[src/rtl/wb_spi_master_if.sv]
// rtl/wb_spi_master_if.sv - Wishbone slave port bundle for the SPI master
interface wb_spi_master_if;
    logic [31:0] wb_dat_i;
    logic [10:0] wb_adr_i;
    logic [3:0]  wb_sel_i;
    logic        wb_we_i;
    logic        wb_cyc_i;
    logic        wb_stb_i;
    logic [31:0] wb_dat_o;
    logic        wb_ack_o;

    modport slave (
        input  wb_dat_i, wb_adr_i, wb_sel_i, wb_we_i, wb_cyc_i, wb_stb_i,
        output wb_dat_o, wb_ack_o
    );

    modport master (
        output wb_dat_i, wb_adr_i, wb_sel_i, wb_we_i, wb_cyc_i, wb_stb_i,
        input  wb_dat_o, wb_ack_o
    );
endinterface

[src/rtl/wb_spi_master.sv]
// rtl/wb_spi_master.sv - Wishbone register slave driving byte-wide SPI master transfers
module wb_spi_master #(
    parameter logic [7:0] DIV_RST = 8'd4,
    parameter logic       CS_RST  = 1'b1
) (
    input  logic            clk_i,
    input  logic            rst_n,
    wb_spi_master_if.slave  wb,
    output logic            spi_sclk_o,
    output logic            spi_mosi_o,
    input  logic            spi_miso_i,
    output logic            spi_cs_n_o
);

    typedef enum logic [1:0] {
        ST_IDLE  = 2'd0,
        ST_SHIFT = 2'd1,
        ST_DONE  = 2'd2
    } state_t;

    state_t      r_state;
    state_t      w_state_nxt;

    logic        r_ack;
    logic [31:0] r_dat_o;

    logic        r_en;
    logic        r_cpol;
    logic        r_cpha;
    logic        r_cs_n;
    logic [7:0]  r_clk_div;

    logic        r_tx_ovr;
    logic        r_rx_valid;
    logic [7:0]  r_rxdata;

    // transfer-time copies so CTRL edits during busy leave the current byte alone
    logic [7:0]  r_div_l;
    logic        r_cpol_l;
    logic        r_cpha_l;

    logic [7:0]  r_cnt;
    logic [3:0]  r_tgl;
    logic [7:0]  r_tx;
    logic [7:0]  r_rx;
    logic        r_sclk;
    logic        r_mosi;

    logic        w_req;
    logic [1:0]  w_adr;
    logic        w_wr;
    logic        w_rd;
    logic        w_busy;
    logic        w_ctrl_wr;
    logic        w_st_wr;
    logic        w_tx_wr;
    logic        w_rx_rd;
    logic        w_accept;
    logic        w_tc;
    logic        w_last;
    logic        w_lead;
    logic        w_shift_edge;
    logic [31:0] w_rd_data;
    logic        w_unused;

    assign w_req     = wb.wb_cyc_i & wb.wb_stb_i & ~r_ack;
    assign w_adr     = wb.wb_adr_i[3:2];
    assign w_wr      = w_req & wb.wb_we_i;
    assign w_rd      = w_req & ~wb.wb_we_i;
    assign w_busy    = (r_state != ST_IDLE);
    assign w_ctrl_wr = w_wr & (w_adr == 2'd0);
    assign w_st_wr   = w_wr & (w_adr == 2'd1);
    assign w_tx_wr   = w_wr & (w_adr == 2'd2);
    assign w_rx_rd   = w_rd & (w_adr == 2'd3);
    assign w_accept  = w_tx_wr & r_en & ~w_busy & wb.wb_sel_i[0];

    assign w_tc      = (r_cnt == r_div_l);
    assign w_last    = w_tc & (r_tgl == 4'd15);
    // even-numbered toggles (0-based) move SCLK away from its idle level
    assign w_lead    = ~r_tgl[0];
    assign w_shift_edge = (w_lead == r_cpha_l);

    assign wb.wb_ack_o = r_ack;
    assign wb.wb_dat_o = r_dat_o;
    assign spi_sclk_o  = r_sclk;
    assign spi_mosi_o  = r_mosi;
    assign spi_cs_n_o  = r_cs_n;

    assign w_unused = ^{wb.wb_dat_i[31:16], wb.wb_adr_i[10:4], wb.wb_adr_i[1:0],
                        wb.wb_sel_i[3:2]};

    always_comb begin
        w_rd_data = 32'd0;
        case (w_adr)
            2'd0:    w_rd_data = {16'd0, r_clk_div, 4'd0, r_cs_n, r_cpha, r_cpol, r_en};
            2'd1:    w_rd_data = {29'd0, r_tx_ovr, r_rx_valid, w_busy};
            2'd3:    w_rd_data = {24'd0, r_rxdata};
            default: w_rd_data = 32'd0;
        endcase
    end

    always_ff @(posedge clk_i or negedge rst_n) begin
        if (!rst_n) begin
            r_state <= ST_IDLE;
        end else begin
            r_state <= w_state_nxt;
        end
    end

    always_comb begin
        w_state_nxt = r_state;
        case (r_state)
            ST_IDLE: begin
                if (w_accept) begin
                    w_state_nxt = ST_SHIFT;
                end
            end
            ST_SHIFT: begin
                if (!r_en) begin
                    w_state_nxt = ST_IDLE;
                end else if (w_last) begin
                    w_state_nxt = ST_DONE;
                end
            end
            ST_DONE: w_state_nxt = ST_IDLE;
            default: w_state_nxt = ST_IDLE;
        endcase
    end

    always_ff @(posedge clk_i or negedge rst_n) begin
        if (!rst_n) begin
            r_ack      <= 1'b0;
            r_dat_o    <= 32'd0;
            r_en       <= 1'b0;
            r_cpol     <= 1'b0;
            r_cpha     <= 1'b0;
            r_cs_n     <= CS_RST;
            r_clk_div  <= DIV_RST;
            r_tx_ovr   <= 1'b0;
            r_rx_valid <= 1'b0;
            r_rxdata   <= 8'd0;
        end else begin
            r_ack <= w_req;
            if (w_req) begin
                r_dat_o <= wb.wb_we_i ? 32'd0 : w_rd_data;
            end

            if (w_ctrl_wr && wb.wb_sel_i[0]) begin
                r_en   <= wb.wb_dat_i[0];
                r_cpol <= wb.wb_dat_i[1];
                r_cpha <= wb.wb_dat_i[2];
                r_cs_n <= wb.wb_dat_i[3];
            end
            if (w_ctrl_wr && wb.wb_sel_i[1]) begin
                r_clk_div <= wb.wb_dat_i[15:8];
            end

            if (w_tx_wr && w_busy) begin
                r_tx_ovr <= 1'b1;
            end else if (w_st_wr && wb.wb_sel_i[0] && wb.wb_dat_i[2]) begin
                r_tx_ovr <= 1'b0;
            end

            // a completing byte beats a concurrent RXDATA read
            if (r_state == ST_DONE) begin
                r_rx_valid <= 1'b1;
                r_rxdata   <= r_rx;
            end else if (w_rx_rd) begin
                r_rx_valid <= 1'b0;
            end
        end
    end

    always_ff @(posedge clk_i or negedge rst_n) begin
        if (!rst_n) begin
            r_div_l  <= 8'd0;
            r_cpol_l <= 1'b0;
            r_cpha_l <= 1'b0;
            r_cnt    <= 8'd0;
            r_tgl    <= 4'd0;
            r_tx     <= 8'd0;
            r_rx     <= 8'd0;
            r_sclk   <= 1'b0;
            r_mosi   <= 1'b0;
        end else begin
            case (r_state)
                ST_IDLE: begin
                    r_sclk <= r_cpol;
                    r_cnt  <= 8'd0;
                    if (w_accept) begin
                        r_div_l  <= r_clk_div;
                        r_cpol_l <= r_cpol;
                        r_cpha_l <= r_cpha;
                        r_tx     <= wb.wb_dat_i[7:0];
                        r_tgl    <= 4'd0;
                        if (!r_cpha) begin
                            r_mosi <= wb.wb_dat_i[7];
                        end
                    end
                end
                ST_SHIFT: begin
                    if (!r_en) begin
                        r_sclk <= r_cpol_l;
                        r_mosi <= 1'b0;
                        r_cnt  <= 8'd0;
                    end else if (w_tc) begin
                        r_cnt  <= 8'd0;
                        r_sclk <= ~r_sclk;
                        r_tgl  <= r_tgl + 4'd1;
                        if (w_shift_edge) begin
                            r_mosi <= r_cpha_l ? r_tx[7] : r_tx[6];
                            r_tx   <= {r_tx[6:0], 1'b0};
                        end else begin
                            r_rx <= {r_rx[6:0], spi_miso_i};
                        end
                    end else begin
                        r_cnt <= r_cnt + 8'd1;
                    end
                end
                default: begin
                    r_cnt <= 8'd0;
                end
            endcase
        end
    end

endmodule

[src/flat_wrapper.sv]
// flat-port wrapper written by rule: the top's interface ports become plain ports
module wb_spi_master_flat 
#(
    parameter logic [7:0] DIV_RST = 8'd4,
    parameter logic       CS_RST  = 1'b1
)
  (clk_i, rst_n, spi_sclk_o, spi_mosi_o, spi_miso_i, spi_cs_n_o, wb_wb_dat_i, wb_wb_adr_i, wb_wb_sel_i, wb_wb_we_i, wb_wb_cyc_i, wb_wb_stb_i, wb_wb_dat_o, wb_wb_ack_o);
  wb_spi_master_if wb_i ();
  input  logic clk_i;
  input  logic rst_n;
  output logic spi_sclk_o;
  output logic spi_mosi_o;
  input  logic spi_miso_i;
  output logic spi_cs_n_o;
  input wire logic [$bits(wb_i.wb_dat_i)-1:0] wb_wb_dat_i;
  input wire logic [$bits(wb_i.wb_adr_i)-1:0] wb_wb_adr_i;
  input wire logic [$bits(wb_i.wb_sel_i)-1:0] wb_wb_sel_i;
  input wire logic [$bits(wb_i.wb_we_i)-1:0] wb_wb_we_i;
  input wire logic [$bits(wb_i.wb_cyc_i)-1:0] wb_wb_cyc_i;
  input wire logic [$bits(wb_i.wb_stb_i)-1:0] wb_wb_stb_i;
  output wire logic [$bits(wb_i.wb_dat_o)-1:0] wb_wb_dat_o;
  output wire logic [$bits(wb_i.wb_ack_o)-1:0] wb_wb_ack_o;
  assign wb_i.wb_dat_i = wb_wb_dat_i;
  assign wb_i.wb_adr_i = wb_wb_adr_i;
  assign wb_i.wb_sel_i = wb_wb_sel_i;
  assign wb_i.wb_we_i = wb_wb_we_i;
  assign wb_i.wb_cyc_i = wb_wb_cyc_i;
  assign wb_i.wb_stb_i = wb_wb_stb_i;
  assign wb_wb_dat_o = wb_i.wb_dat_o;
  assign wb_wb_ack_o = wb_i.wb_ack_o;
  wb_spi_master #(.DIV_RST(DIV_RST), .CS_RST(CS_RST)) u_core (.clk_i(clk_i), .rst_n(rst_n), .wb(wb_i), .spi_sclk_o(spi_sclk_o), .spi_mosi_o(spi_mosi_o), .spi_miso_i(spi_miso_i), .spi_cs_n_o(spi_cs_n_o));
endmodule
[config.mk]
export PLATFORM = sky130hd
export DESIGN_NAME = wb_spi_master_flat
export DESIGN_NICKNAME = d
export VERILOG_FILES = /design/src/rtl/wb_spi_master_if.sv /design/src/rtl/wb_spi_master.sv /design/src/flat_wrapper.sv
export SDC_FILE = /design/constraint.sdc
export NUM_CORES = 1
export LEC_CHECK = 0
export ABC_AREA = 1
export CAP_MARGIN = 25
export CELL_PAD_IN_SITES_DETAIL_PLACEMENT = 1
export CELL_PAD_IN_SITES_GLOBAL_PLACEMENT = 1
export CORE_MARGIN = 8
export CORE_UTILIZATION = 35
export CTS_CLUSTER_DIAMETER = 80
export DETAILED_ROUTE_END_ITERATION = 8
export PLACE_DENSITY_LB_ADDON = 0.1
export SETUP_SLACK_MARGIN = 0.15
export SYNTH_ARGS = -nofsm -noshare
export SYNTH_HDL_FRONTEND = slang
export SYNTH_SLANG_ARGS = --single-unit
[constraint.sdc]
create_clock -name clk_i -period 4.6 [get_ports clk_i]
set_clock_uncertainty 0.15 [all_clocks]
set_input_delay 0.46 -clock clk_i [delete_from_list [all_inputs] [get_ports clk_i]]
set_output_delay 0.46 -clock clk_i [all_outputs]
set_load 0.01 [all_outputs]
==> flow_summary_export.csv, run 1 <==
group,metric,value,unit
finish,drive_above_1_share,11.59,%
yosys,synth_area,3780,um2
power_and_ir_drop,p_int,1.100,mW
power_and_ir_drop,ir_drop,143.8,uV
worst_setup_path,start_kind,"primary input",
placement,place_area,4299,um2
clock_tree,clock_sink_count,81,
floorplan,initial_utilization,35.33,%
yosys,synth_top_area_cell,"dfrtp_1",
floorplan,num_rows,38,
yosys,ys_seq_elements,81,
yosys,synth_commonest_cells,"94 x nand2_1, 79 x dfrtp_1, 44 x inv_1",
sta,fmax,0.4560,GHz
floorplan,dieArea,14380,um2
route,first_iter_violations,101,
route,wl_per_cell,14.59,um
power_and_ir_drop,seqPwrFrac,53.5,%
finish,final_nets,516,
sta,hold_violations,0,
yosys,synth.area.top_cells,"dfrtp_1 52%, nand2_1 9.3%, inv_1 4.4%, buf_4 3.2%, o21ai_1 2.9%",
yosys,synth-edff-count,0,
global_route,grt_pass1_wl,15080,um
floorplan,core_area,10700,um2
floorplan,dieHeight,119.9,um
floorplan,ios,89,
route,vias,2809,
power_and_ir_drop,p_switching,0.3923,mW
power_and_ir_drop,p_total,1.492,mW
clock_tree,clk_path_buf_depth,2,
yosys,yosysMostFrequentCell,"nand2_1",
clock_tree,post_cts_resized,0,
clock_tree,cts_buffers,9,
clock_tree,cts_setup_buffers,0,
sta,finalSetupViolations,0,
power_and_ir_drop,switching_share,26.29,%
global_route,antenna_found_initial,0,
power_and_ir_drop,powerDensity,331.5,nW/um2
yosys,synth_cell_types,39,
placement,io_buffers,45,
sta,worstMarginPinSlew,0.5616,ns
hold_path,min_path_type,"reg -> reg",
sta,report.final.slew_viol_count,0,
yosys,ys_warn_count,0,
global_route,grt_pass1_vias,3053,
yosys,ys.flop_type,"dfrtp_1",
global_route,grt_start_max_net_pins,43,
clock_tree,cts_tree,"yes",
placement,finalWeightedCongestion,0.7414,
finish,final_area,4502,um2
clock_tree,clock_latency,0.35,ns
route,routed_wl,8842,um
worst_setup_path,path_class,"in -> reg",
worst_setup_path,critPathArrivalTime,2.27,ns
finish,antennaDiodeCount,0,
power_and_ir_drop,clkPwrFrac,33.8,%
yosys,synth_cells,412,
sta,slew_headroom,62.56,%
sta,period_share,47.67,%
status,outcome,"finished, final reports clean",
yosys,synth-seq-area-share,53.69,%
yosys,synth_top_area_share,52.30,%
route,drt_first_pass_iters,4,
sta,holdWs,0.3311,ns
worst_setup_path,crit_required,4.68,ns
worst_setup_path,crit_path_end_kind,"flop",
sta,tns,0,ns
clock_tree,cts.clk_slew.worst_paths,0.07,ns
sta,fin_crit,2.193,ns
yosys,synth_async_sr_flop_share,100.0,%
route,avgViaCountPerCell,4.635,
power_and_ir_drop,combPwrFrac,12.6,%
finish,synthToLayoutAreaGrowth,19.10,%
clock_tree,postCtsHoldBufs,1,
placement,dp_hpwl,6583,um
power_and_ir_drop,power.leakage,2.123,nW
sta,rsz0062_at_grt,"false",
worst_setup_path,path_max_fanout,25,
floorplan,die_x,119.9,um
clock_tree,cts_root_buf,"clkbuf_8",
clock_tree,h-tree-depth,3,
global_route,overflow,0,
global_route,grt_usage,13.13,%
job,cap_violations,0,
route,ant_nets,0,
yosys,syn_area_per_cell,9.174,um2
finish,final_util,42.08,%
route,drc_errors,0,
layer usage:
metal | wire [um] | up-vias | global-route usage, %
li1 | - | 1395 | -
met1 | 4220 | 1366 | 16.18
met5 | 0 | - | 0
met3 | 309 | 12 | 2.677
met4 | 159 | 0 | 6.323
met2 | 4152 | 36 | 21.59
cells in the final DEF (no fill, tap or decap), types with 2 or more instances in the layout:
cell / instances
a21oi_1: 19
a22o_1: 6
a32o_1: 9
buf_4: 3
clkbuf_8: 13
clkdlybuf4s50_1: 44
clkinv_2: 2
conb_1: 16
dfrtp_1: 79
dfstp_2: 2
ha_1: 2
inv_1: 44
inv_2: 12
mux2_1: 2
mux2i_1: 6
nand2_1: 94
nand2_2: 3
nand2_4: 2
nand3_1: 9
nand3_2: 3
nand4_1: 3
nor2_1: 29
nor2_2: 3
nor2_4: 3
o21ai_0: 13
o21ai_1: 22
o21ai_2: 6
xnor2_1: 3
xor2_1: 2
worst max-delay path: stages:
cell and delay (ns):
clkdlybuf4s50_1 0.46, nand2_1 0.08, nor2_4 0.10, inv_2 0.18, nor2_8 0.18, nand3_4 0.28, nand2_4 0.21, nand2_4 0.14
nand2_1 0.09, o21ai_1 0.07
final timing paths:
check | end | slack (ns) | start | cells after the start
setup / recovery | u_core.r_tx[0] | 2.41 | wb_wb_stb_i | 10
hold reg to reg | u_core.wb.wb_ack_o | 0.33 | u_core.wb.wb_ack_o | 1
setup reg to reg | u_core.r_tx[0] | 2.58 | u_core.r_state[1] | 8
min in group asynchronous | u_core.r_tgl[3] | 0.50 | rst_n | 2
max in group asynchronous | u_core.r_clk_div[2] | 2.86 | rst_n | 3
hold / removal | u_core.wb.wb_ack_o | 0.33 | u_core.wb.wb_ack_o | 1
layout make-up:
cell class	instances	area, um2
fillers	1258	6196
flip-flops and latches	81	2029
multi-input cells	265	1421
repair buffers	48	473.0
inverters	56	210.2
clock buffers	14	182.7
well taps	140	175.2
clock inverters	2	10.01
power by group through the flow:
stage                     clock [mW]  sequential, mW  combinational [mW]
final                          0.505           0.799               0.189
after floorplan                    0           0.806               0.108
after global placement             0           0.813               0.187
after CTS                      0.526           0.800               0.193
after detailed placement           0           0.814               0.192
after global routing           0.548           0.805               0.215
metrics by stage:
step | setup WS (ns) | instances
5_1_grt | 2.229 | 606
4_1_cts | 2.379 | 606
3_5_place_dp | 1.988 | 589
6_report | 2.407 | 606
3_3_place_gp | 2.058 | 589
2_1_floorplan | 2.961 | 427
logic make-up after synthesis:
group	count (synthesis)	share of synthesized area (%)
AND/OR/NAND/NOR	154	18.67
XOR/XNOR	5	1.159
flip-flops	81	53.69
buffers and inverters	81	10.20
AO/OA/AOI/OAI	80	13.34
multiplexers	8	2.185
adder cells (fa/ha/maj)	2	0.6619
other	1	0.09921
registers in the layout (all words and copies together), names as in the netlist, 2 cells and up:
| register | flops |
|---|---|
| u_core.r_clk_div | 8 |
| u_core.r_cnt | 8 |
| u_core.r_div_l | 8 |
| u_core.r_rx | 8 |
| u_core.r_rxdata | 8 |
| u_core.r_state | 2 |
| u_core.r_tgl | 4 |
| u_core.r_tx | 8 |
| u_core.wb.wb_dat_o | 16 |
Power figures use the tool's default switching activity.
==> run 2, diff against run 1 <==
- CORE_UTILIZATION: 35 -> 34
- clock period: 4.6 -> 1.8 ns (I/O delays scaled with it)
==> run 2 against run 1 <==
Against the previous run:
- final area is 9.3% higher
- largest cell class unchanged
- cell count is 4.8% higher
- non-clock buffer count is 29 higher
- worst hold slack worse by 0.13 ns
- routed wire length is 4.5% higher
- global-route usage is 0.27 points higher
- sequential cell count stayed put
- sequential share of layout area is 3.8 points lower
==> flow_summary_export.csv, run 2 (synthesis gave the netlist of run 1 again) <==
group,metric,value,unit
clock_tree,clk_path_buf_depth,2,
worst_setup_path,crit_required,1.89,ns
worst_setup_path,path_class,"reg -> reg",
clock_tree,cts.clk_slew.worst_paths,0.09,ns
power_and_ir_drop,powerDensity,829.0,nW/um2
global_route,antenna_found_initial,0,
route,first_iter_violations,147,
clock_tree,clock_sink_count,81,
power_and_ir_drop,ir_drop,433.8,uV
finish,final_nets,545,
floorplan,die_x,121.4,um
placement,finalWeightedCongestion,0.7275,
power_and_ir_drop,p_total,4.080,mW
sta,tns,0,ns
worst_setup_path,crit_start,"u_core.r_cnt[6]",
finish,antennaDiodeCount,0,
finish,final_area,4922,um2
route,drc_errors,0,
clock_tree,h-tree-depth,3,
sta,worstMarginPinSlew,0.5651,ns
worst_setup_path,crit_path_end_kind,"flop",
placement,place_area,4462,um2
route,avgViaCountPerCell,4.636,
sta,rsz0062_at_grt,"true",
finish,drive_above_1_share,21.82,%
finish,largest_reg_flops,16,
clock_tree,cts_root_buf,"clkbuf_8",
floorplan,ios,89,
worst_setup_path,slowest_stage,"dfrtp_1",
route,wl_per_cell,14.55,um
floorplan,initial_utilization,34.87,%
worst_setup_path,reg2reg_from,"u_core.r_cnt[6]",
sta,fmax,0.6011,GHz
worst_setup_path,critPathArrivalTime,1.75,ns
sta,slew_headroom,62.23,%
worst_setup_path,start_kind,"flop",
worst_setup_path,path_max_fanout,14,
route,ant_nets,0,
job,cap_violations,0,
finish,final_util,45.41,%
floorplan,core_area,10840,um2
placement,io_buffers,45,
floorplan,num_rows,38,
hold_path,min_path_type,"in -> async",
finish,final_common_cell,"nand2_1",
global_route,grt_pass1_wl,15790,um
global_route,grt_usage,13.39,%
floorplan,dieHeight,121.4,um
clock_tree,cts_tree,"yes",
floorplan,dieArea,14750,um2
finish,final_cell_mix,"83 x nand2_1, 77 x dfrtp_1, 41 x inv_1",
clock_tree,clock_latency,0.35,ns
placement,dp_hpwl,6940,um
clock_tree,cts_buffers,9,
worst_setup_path,cp_cell_sequence,"xnor2_2 > nand2_2 > nor2_4 > nand3_4 > nand2_4 > nand2_8 > nand2_1 > o21ai_2",
route,drt_first_pass_iters,4,
sta,finalSetupViolations,0,
route,routed_wl,9242,um
global_route,overflow,0,
sta,report.final.slew_viol_count,0,
finish,synthToLayoutAreaGrowth,30.22,%
sta,hold_violations,0,
global_route,grt_pass1_vias,3195,
power_and_ir_drop,power.leakage,2.470,nW
sta,fin_crit,1.664,ns
worst_setup_path,crit_path_max_incr_delay,0.45,ns
status,outcome,"finished, final reports clean",
global_route,grt_start_max_net_pins,38,
route,vias,2944,
sta,period_share,92.42,%
run 2: changes by cell type in the layout (fill, tap and decap cells not counted), moves of 4 or more:
cell	previous run	this run
nand2_1	94	83
nand2_2	3	11
nor2_1	29	25
clkdlybuf4s50_1	44	30
clkbuf_8	13	9
buf_4	3	29
dlygate4sd2_1	0	4
dlymetal6s2s_1	0	10
run 2: per-layer routing:
layer / GRT usage, % / part of all wire (%) / up-vias
met4: 3.007 / 0.90 / 0
met3: 3.769 / 3.3 / 6
met1: 16.56 / 45 / 1443
met5: 0 / 0 / -
li1: - / - / 1458
met2: 22.64 / 51 / 37
run 2: through the flow:
step	setup WS, ns	hold WS (ns)	std cells
detailed placement	-0.08959	0.02831	609
floorplan	0.2337	-0.2656	427
global route	0.04781	0.2326	635
finish	0.1364	0.2016	635
global placement	-0.05571	0.02740	609
CTS	0.1320	0.1984	627
run 2: worst max-delay path: cells and delay by family (launching register included):
family	cells	cell delay, ns
AO/OA/AOI/OAI	1	0.05
flip-flops	1	0.45
AND/OR/NAND/NOR	6	0.71
XOR/XNOR	1	0.18
run 2: path summary, 6_finish.rpt:
kind,to,slack (ns),depth (start not counted)
setup / recovery,u_core.r_tx[1],0.14,8
hold / removal,u_core.r_clk_div[6],0.20,2
setup reg to reg,u_core.r_tx[1],0.14,8
hold reg to reg,u_core.wb.wb_ack_o,0.34,1
max in group asynchronous,u_core.spi_cs_n_o,0.69,3
min in group clk_i,u_core.r_clk_div[2],0.26,3
run 2: where the power goes:
group,switching [mW],internal [mW]
Combinational,0.297,0.241
Clock,0.706,0.793
Sequential,0.0973,1.95
run 2: repair_timing:
item	4_1_cts	5_1_grt
gates resized for setup	10	43
endpoints found under the hold margin	34	0
pin swaps	0	14
hold buffers	1	0
setup endpoints to repair	34	46
setup buffers	1	8
run 2: final cells by class:
| cell class | instances | area (um2) |
|---|---|---|
| clock buffer | 9 | 123.9 |
| tap | 140 | 175.2 |
| fill | 1253 | 5918 |
| clock inverter | 7 | 101.3 |
| multi-input combinational | 265 | 1541 |
| sequential | 81 | 2032 |
| inverter | 56 | 217.7 |
| timing repair buffer | 77 | 730.7 |
==> run 3, diff against run 2 <==
- CAP_MARGIN: 25 -> 20
- CORE_UTILIZATION: 34 -> 35
- clock period: 1.8 -> 1.7 ns (I/O delays scaled with it)
==> run 3 against run 2 <==
Against the previous run:
- via count is 3.7% higher
- utilization is 3.1 points higher
- global-route usage is 1.5 points higher
- clock power is 6% higher
- largest power group unchanged
==> flow_summary_export.csv, run 3 (synthesis gave the netlist of run 1 again) <==
group,metric,value,unit
status,outcome,"finished, final reports clean",
worst_setup_path,path_class,"reg -> reg",
finish,final_area,5187,um2
job,cap_violations,0,
floorplan,initial_utilization,35.33,%
route,routed_wl,10300,um
worst_setup_path,critPathArrivalTime,1.70,ns
clock_tree,cts_buffers,9,
clock_tree,h-tree-depth,3,
floorplan,core_area,10700,um2
sta,worstMarginPinSlew,0.5159,ns
worst_setup_path,slowest_stage,"dfrtp_2",
floorplan,ios,89,
worst_setup_path,cp_cell_sequence,"nor2_4 > nand2_1 > inv_2 > nand3_4 > nand2_8 > inv_2 > nand2_1 > o21ai_1",
finish,largest_reg_flops,16,
clock_tree,cts_root_buf,"clkbuf_8",
route,drc_errors,0,
clock_tree,cts.clk_slew.worst_paths,0.08,ns
finish,final_cell_mix,"78 x nand2_1, 78 x dfrtp_1, 42 x buf_4",
route,ant_nets,0,
finish,antennaDiodeCount,0,
route,vias,3054,
worst_setup_path,path_max_fanout,5,
finish,fill_cells,1248,
sta,fin_crit,1.622,ns
worst_setup_path,crit_path_max_incr_delay,0.46,ns
sta,rsz0062_at_grt,"true",
sta,finalSetupViolations,0,
worst_setup_path,crit_buf_inv,2,
clock_tree,clock_latency,0.35,ns
sta,report.final.slew_viol_count,0,
hold_path,min_path_type,"in -> async",
finish,multi_input_area,1638,um2
finish,final_nets,566,
clock_tree,clock_sink_count,81,
finish,synthToLayoutAreaGrowth,37.24,%
worst_setup_path,start_kind,"flop",
power_and_ir_drop,power.leakage,2.520,nW
clock_tree,clk_path_buf_depth,2,
floorplan,dieHeight,119.9,um
global_route,grt_start_max_net_pins,38,
sta,period_share,95.38,%
route,first_iter_violations,148,
sta,slew_headroom,65.60,%
power_and_ir_drop,p_total,4.340,mW
route,drt_first_pass_iters,4,
clock_tree,cts_tree,"yes",
placement,finalWeightedCongestion,0.7602,
finish,drive_above_1_share,26.36,%
global_route,grt_pass1_wl,17040,um
placement,io_buffers,45,
floorplan,num_rows,38,
worst_setup_path,crit_path_end_kind,"flop",
global_route,overflow,0,
floorplan,dieArea,14380,um2
sta,hold_violations,0,
global_route,grt_pass1_vias,3403,
power_and_ir_drop,powerDensity,836.7,nW/um2
worst_setup_path,critPathTopFamily,"simple AND/OR/NAND/NOR gates",
global_route,grt_usage,14.85,%
placement,dp_hpwl,7151,um
placement,place_area,4552,um2
power_and_ir_drop,ir_drop,410.8,uV
route,wl_per_cell,15.70,um
floorplan,die_x,119.9,um
sta,fmax,0.6167,GHz
finish,regArea,2031,um2
worst_setup_path,crit_required,1.78,ns
worst_setup_path,crit_start,"u_core.r_state[1]",
worst_setup_path,reg2reg_from,"u_core.r_state[1]",
route,avgViaCountPerCell,4.655,
global_route,antenna_found_initial,0,
## run 3: changes by cell type in the layout (fill, tap and decap cells not counted), moves of 4 or more
cell | before | now
nand2_2 | 11 | 15
clkdlybuf4s50_1 | 30 | 24
dlygate4sd2_1 | 4 | 19
dlymetal6s2s_1 | 10 | 0
buf_4 | 29 | 42
nand2_1 | 83 | 78
## run 3: layer usage
| layer | part of all wire, % | global-route usage (%) |
|---|---|---|
| met4 | 1.0 | 4.215 |
| met2 | 50 | 25.88 |
| met3 | 3.2 | 3.711 |
| met1 | 45 | 17.77 |
| met5 | 0 | 0 |
## run 3: power by group
part | internal (mW) | total [mW] | leakage [nW] | switching (mW)
sequential | 2.06 | 2.17 | 1.05 | 0.111
clock | 0.872 | 1.59 | 0.107 | 0.715
combinational | 0.253 | 0.582 | 1.36 | 0.329
## run 3: repair_timing
action / CTS / global route
gates cloned: 3 / 1
setup endpoints to repair: 54 / 51
buffers inserted: 15 / 1
resized for setup: 56 / 25
pin swaps: 8 / 9
hold buffers: 1 / 0
hold endpoints to repair: 34 / 0
## run 3: area by class of cell
type                            count  area share (%)
Clock buffer                       12           2.798
Inverter                           56           4.149
Clock inverter                      4           1.471
Multi-Input combinational cell    267           31.57
Tap cell                          140           3.377
Sequential cell                    81           39.15
Timing Repair Buffer               96           17.49
## run 3: path summary, 6_finish.rpt
path,endpoint,slack [ns],cells after the start
max,u_core.r_tgl[0],0.08,8
min,u_core.r_rxdata[6],0.17,2
max reg2reg,u_core.r_tgl[0],0.08,8
min reg2reg,u_core.r_tx[1],0.34,2
max in group asynchronous,u_core.r_tx[0],0.61,3
min in group clk_i,u_core.r_clk_div[2],0.23,3
## run 3: stage by stage
stage,cells,setup WS (ns),setup TNS [ns],hold slack (ns),utilization [%]
2_1_floorplan,427,0.1594,0,-0.2756,-
3_3_place_gp,619,-0.1948,-5.021,0.02262,42.55
3_5_place_dp,619,-0.1904,-5.513,0.02700,42.55
4_1_cts,654,0.07503,0,0.1796,47.36
5_1_grt,656,-0.01879,-0.1708,0.2021,48.49
6_report,656,0.07848,0,0.1735,48.49
